==> src/rtl/hex_display_arbiter.sv <==
// Fixed-priority owner arbitration for the eight-digit seven-segment display,
// with a minimum hold window per grant and an optional blink of the owner's pattern.
module hex_display_arbiter #(
  parameter int NREQ      = 3,
  parameter int HOLD_CYC  = 50000000,
  parameter int BLINK_CYC = 12500000,
  parameter int CNT_W     = 26
) (
  input  logic              clk,
  input  logic              rst_n,
  input  logic [NREQ-1:0]   req_i,
  input  logic [NREQ*56-1:0] pat_i,
  input  logic [NREQ-1:0]   blink_i,
  output logic [NREQ-1:0]   grant_o,
  output logic              busy_o,
  output logic              hold_o,
  output logic [6:0]        hex0_o,
  output logic [6:0]        hex1_o,
  output logic [6:0]        hex2_o,
  output logic [6:0]        hex3_o,
  output logic [6:0]        hex4_o,
  output logic [6:0]        hex5_o,
  output logic [6:0]        hex6_o,
  output logic [6:0]        hex7_o
);

  localparam logic [6:0]       DARK       = 7'h7F;
  localparam logic [CNT_W-1:0] HOLD_LAST  = CNT_W'(HOLD_CYC - 1);
  localparam logic [CNT_W-1:0] BLINK_LAST = CNT_W'(BLINK_CYC - 1);

  typedef enum logic [1:0] {IDLE, HOLD, OPEN} state_t;

  state_t           state;
  logic [CNT_W-1:0] hold_cnt;
  logic [CNT_W-1:0] blink_cnt;
  logic             blink_ph;
  logic [55:0]      hex_q;

  logic [NREQ-1:0]  pri_oh;
  logic [NREQ-1:0]  next_grant;
  logic             any_req;
  logic             owner_req;
  logic             higher_req;
  logic             owner_blink;
  logic             new_grant;
  logic             next_ph;
  logic [55:0]      next_pat;

  always_comb begin
    // Two's-complement trick isolates the lowest set request bit (highest priority).
    pri_oh      = req_i & (~req_i + NREQ'(1));
    any_req     = |req_i;
    owner_req   = |(req_i & grant_o);
    higher_req  = |(req_i & (grant_o - NREQ'(1)));
    owner_blink = |(blink_i & grant_o);

    new_grant = 1'b0;
    case (state)
      IDLE:    new_grant = any_req;
      HOLD:    new_grant = !owner_req;
      OPEN:    new_grant = !owner_req || higher_req;
      default: new_grant = 1'b1;
    endcase

    next_grant = new_grant ? pri_oh : grant_o;

    if (new_grant || !owner_blink)
      next_ph = 1'b1;
    else if (blink_cnt == BLINK_LAST)
      next_ph = ~blink_ph;
    else
      next_ph = blink_ph;

    next_pat = '0;
    for (int k = 0; k < NREQ; k++)
      if (next_grant[k]) next_pat |= pat_i[56*k +: 56];
  end

  always_ff @(posedge clk or negedge rst_n) begin
    if (!rst_n) begin
      state     <= IDLE;
      grant_o   <= '0;
      busy_o    <= 1'b0;
      hold_o    <= 1'b0;
      hold_cnt  <= '0;
      blink_cnt <= '0;
      blink_ph  <= 1'b1;
      hex_q     <= {8{DARK}};
    end else begin
      grant_o  <= next_grant;
      busy_o   <= |next_grant;
      blink_ph <= next_ph;
      hex_q    <= (|next_grant && next_ph) ? next_pat : {8{DARK}};

      if (new_grant || !owner_blink || blink_cnt == BLINK_LAST)
        blink_cnt <= '0;
      else
        blink_cnt <= blink_cnt + CNT_W'(1);

      // A drop with nothing else pending also lands here and falls back to IDLE.
      if (new_grant) begin
        hold_cnt <= '0;
        state    <= (|next_grant) ? HOLD : IDLE;
        hold_o   <= |next_grant;
      end else if (state == HOLD) begin
        if (hold_cnt == HOLD_LAST) begin
          state  <= OPEN;
          hold_o <= 1'b0;
        end else begin
          hold_cnt <= hold_cnt + CNT_W'(1);
        end
      end
    end
  end

  assign hex0_o = hex_q[6:0];
  assign hex1_o = hex_q[13:7];
  assign hex2_o = hex_q[20:14];
  assign hex3_o = hex_q[27:21];
  assign hex4_o = hex_q[34:28];
  assign hex5_o = hex_q[41:35];
  assign hex6_o = hex_q[48:42];
  assign hex7_o = hex_q[55:49];

endmodule
==> config.mk <==
export PLATFORM = sky130hd
export DESIGN_NAME = hex_display_arbiter
export DESIGN_NICKNAME = d
export VERILOG_FILES = /design/src/rtl/hex_display_arbiter.sv
export SDC_FILE = /design/constraint.sdc
export NUM_CORES = 1
export LEC_CHECK = 0
export CAP_MARGIN = 20
export CORE_ASPECT_RATIO = 1.25
export CORE_MARGIN = 5
export CORE_UTILIZATION = 40
export CTS_CLUSTER_DIAMETER = 200
export DETAILED_ROUTE_END_ITERATION = 10
export DONT_BUFFER_PORTS = 1
export PLACE_DENSITY = 0.66
export SYNTH_ARGS = -nofsm -noshare
export SYNTH_HDL_FRONTEND = slang
export SYNTH_SLANG_ARGS = --single-unit
==> constraint.sdc <==
create_clock -name clk -period 3.6 [get_ports clk]
set_input_delay 1.08 -clock clk [delete_from_list [all_inputs] [get_ports clk]]
set_output_delay 1.08 -clock clk [all_outputs]
set_load 0.01 [all_outputs]
==> impl_metrics.env <==
export IMPL_status="complete, no violations"
export IMPL_grt_overflow=0
export IMPL_dieWidth_um=126
export IMPL_switching_share_pct=35.9
export IMPL_clkLatencyLatePin_ps=410
export IMPL_fin_crit_ps=3030
export IMPL_worst_pin_slew_ps=677
export IMPL_setup_viol=0
export IMPL_vias_per_cell=5.65
export IMPL_drt_drc_violations_left=0
export IMPL_grt_pass1_vias=5440
export IMPL_drtPass1Iterations=4
export IMPL_netlist_area_um2=6680
export IMPL_cts_tree="built"
export IMPL_post_place_ws_ps=443
export IMPL_totalWireLength_um=17000
export IMPL_postSynth_asyncResetShare_pct=100
export IMPL_synth_nets=831
export IMPL_pwr_share_clk_pct=27.4
export IMPL_ys_seq_area_share_pct=44.2
export IMPL_cp_end_kind="flop"
export IMPL_root_buffer="clkbuf_16"
export IMPL_n_antenna_cell=0
export IMPL_final_common_cell="inv_1"
export IMPL_synth_area_leader_cell="dfstp_2"
export IMPL_worst_path_max_fanout=57
export IMPL_max_slew_margin_pct=54.9
export IMPL_fin_tns_setup_ps=0
export IMPL_cts_resized_gates=0
export IMPL_cts_setup_buffers=0
export IMPL_fmax_mhz=330
export IMPL_grt_pass1_wl_um=27700
export IMPL_num_rows=52
export IMPL_rsz0062_at_grt="no"
export IMPL_die_area_um2=19400
export IMPL_drv_slew=0
export IMPL_combPwrFrac_pct=33.0
export IMPL_worstPathArrival_ps=3340
export IMPL_nFillCells=1510
export IMPL_hp_class="in2async"
export IMPL_finClkSkew_ps=21.5
export IMPL_num_io_pins=237
export IMPL_synthDistinctLibCells=52
export IMPL_wl_per_cell_um=19.6
export IMPL_powerDensity_nw_per_um2=784
export IMPL_drv_cap=0
export IMPL_cts_buffer_depth=2
export IMPL_synth_seq_cells=115
export IMPL_initial_utilization_pct=40.9
export IMPL_syn2layout_area_growth_pct=11.1
export IMPL_synth_warnings=0
export IMPL_htree_levels=4
export IMPL_dp_hpwl_um=11700
export IMPL_fin_util_pct=45.4
export IMPL_synth_top_area_share_pct=22.4
export IMPL_fin_nets=814
export IMPL_worstReg2RegStart="grant_o[0]"
export IMPL_coreArea_um2=16300
export IMPL_power_net_switching_mw=2.09
export IMPL_ys_flop_type="dfrtp_1"
export IMPL_grt_total_usage_pct=17.5
export IMPL_layout_drive_gt1_share_pct=16.8
export IMPL_setup_slack_ps=574
export IMPL_grt_antenna_before_repair=0
export IMPL_peakVddDrop_mv=0.423
export IMPL_drt_iter0_drc=271
export IMPL_final_cell_mix="65 x inv_1, 62 x nor2_1, 58 x nor2b_1, 58 x dfrtp_1"
export IMPL_grt_max_degree=116
export IMPL_fin_crit_sh_pct=84.0
export IMPL_worstSetupPathType="reg2reg"
export IMPL_cts_buffers=17
export IMPL_p_int_mw=3.73
export IMPL_seq_power_share_pct=39.6
export IMPL_synthTopCellsByArea="dfstp_2 22%, dfrtp_1 22%, a2111o_1 9.4%, mux2i_1 8.5%, xor2_1 5.5%"
export IMPL_die_h_um=154
export IMPL_crit_path_start="grant_o[0]"
export IMPL_portBuffers=0
export IMPL_gp_congestion=0.867
export IMPL_p_leak_nw=3.31
export IMPL_avgSynthCellArea_um2=10.2
export IMPL_cts_sinks=115
export IMPL_cp_required_ps=3920
export IMPL_start_kind="flop"
export IMPL_clk_transition_reported_paths_ps=60
export IMPL_finalHoldViolCount=0
export IMPL_ant_nets=0
export IMPL_vias=4882
export IMPL_netlist_instances=652
export IMPL_synth_edf_count=0
export IMPL_hold_buffers=0
-- synth_stat cells, types with 7 or more instances --
library cell,n
nand4_1,14
o21ai_1,8
dfstp_2,57
nor2_1,62
nand3_1,18
buf_4,7
xnor2_1,9
xor2_1,42
dfrtp_1,58
clkbuf_1,12
mux2i_1,57
nor3_1,9
inv_1,65
and3_1,8
buf_2,19
nand2_1,24
a2111o_1,56
nor2b_1,58
-- power groups by stage --
stage	Sequential [mW]	Clock, mW	Combinational (mW)
final	2.31	1.59	1.92
after global routing	2.35	1.70	2.10
after CTS	2.33	1.64	1.94
after detailed placement	2.33	0	1.94
after global placement	2.35	0	1.85
after floorplan	2.20	0	1.63
-- final timing paths --
check                      depth (start not counted)            end  slack, ps
min in group clk                                   1   blink_cnt[0]        520
min reg2reg                                        1   blink_cnt[0]        520
max reg2reg                                        9       hex_q[5]        570
max in group asynchronous                          0      hex_q[29]       2980
min                                                0  blink_cnt[21]        370
max                                                9       hex_q[5]        570
-- state kept, by name, summed over array words and instances (netlist names) --
| register | flops |
|---|---|
| blink_cnt | 26 |
| grant_o | 3 |
| hex_q | 56 |
| busy_o | 1 |
| hold_cnt | 26 |
| blink_ph | 1 |
| state | 2 |
-- per-layer routing --
metal,up-vias,track usage [%],wire [um]
met3,22,6.38,1300
met5,-,0,0
met2,188,31.8,9190
met4,0,5.48,247
met1,2429,18.8,6220
li1,2243,-,-
-- final cells by class --
class / instances / area (um2) / area share [%]
Sequential cell: 115 / 2950 / 39.7
Inverter: 65 / 244 / 3.29
Tap cell: 216 / 270 / 3.64
Timing Repair Buffer: 9 / 118 / 1.58
Multi-Input combinational cell: 427 / 3270 / 44.1
Clock inverter: 14 / 129 / 1.74
Clock buffer: 18 / 439 / 5.92
-- per-stage QoR --
step	instances	power, mW	hold slack, ps	instance area [um2]
detailed placement	832	4.27	518	6850
global placement	832	4.20	511	6850
floorplan	652	3.84	470	6680
finish	864	5.82	369	7420
CTS	864	5.91	355	7420
global route	864	6.15	349	7420
-- critical path, stage by stage, from the launching register on --
cell and delay [ps]:
dfrtp_1 570, inv_1 160, ha_1 300, and2b_1 240, a2111oi_4 390, nor3_1 150, nor4_4 310, buf_12 300
mux2i_1 120, a2111o_1 390
-- kinds of logic after synthesis --
logic type / count (synthesis) / share of synthesized area, %
AND/OR/NAND/NOR: 226 / 18.5
flip-flops: 115 / 44.2
buffers and inverters: 110 / 7.61
AO/OA/AOI/OAI: 89 / 13.7
multiplexers: 57 / 8.54
XOR/XNOR: 52 / 6.93
adder cells (fa/ha/maj): 3 / 0.562
Note: power is estimated with default switching activity, not from simulation.
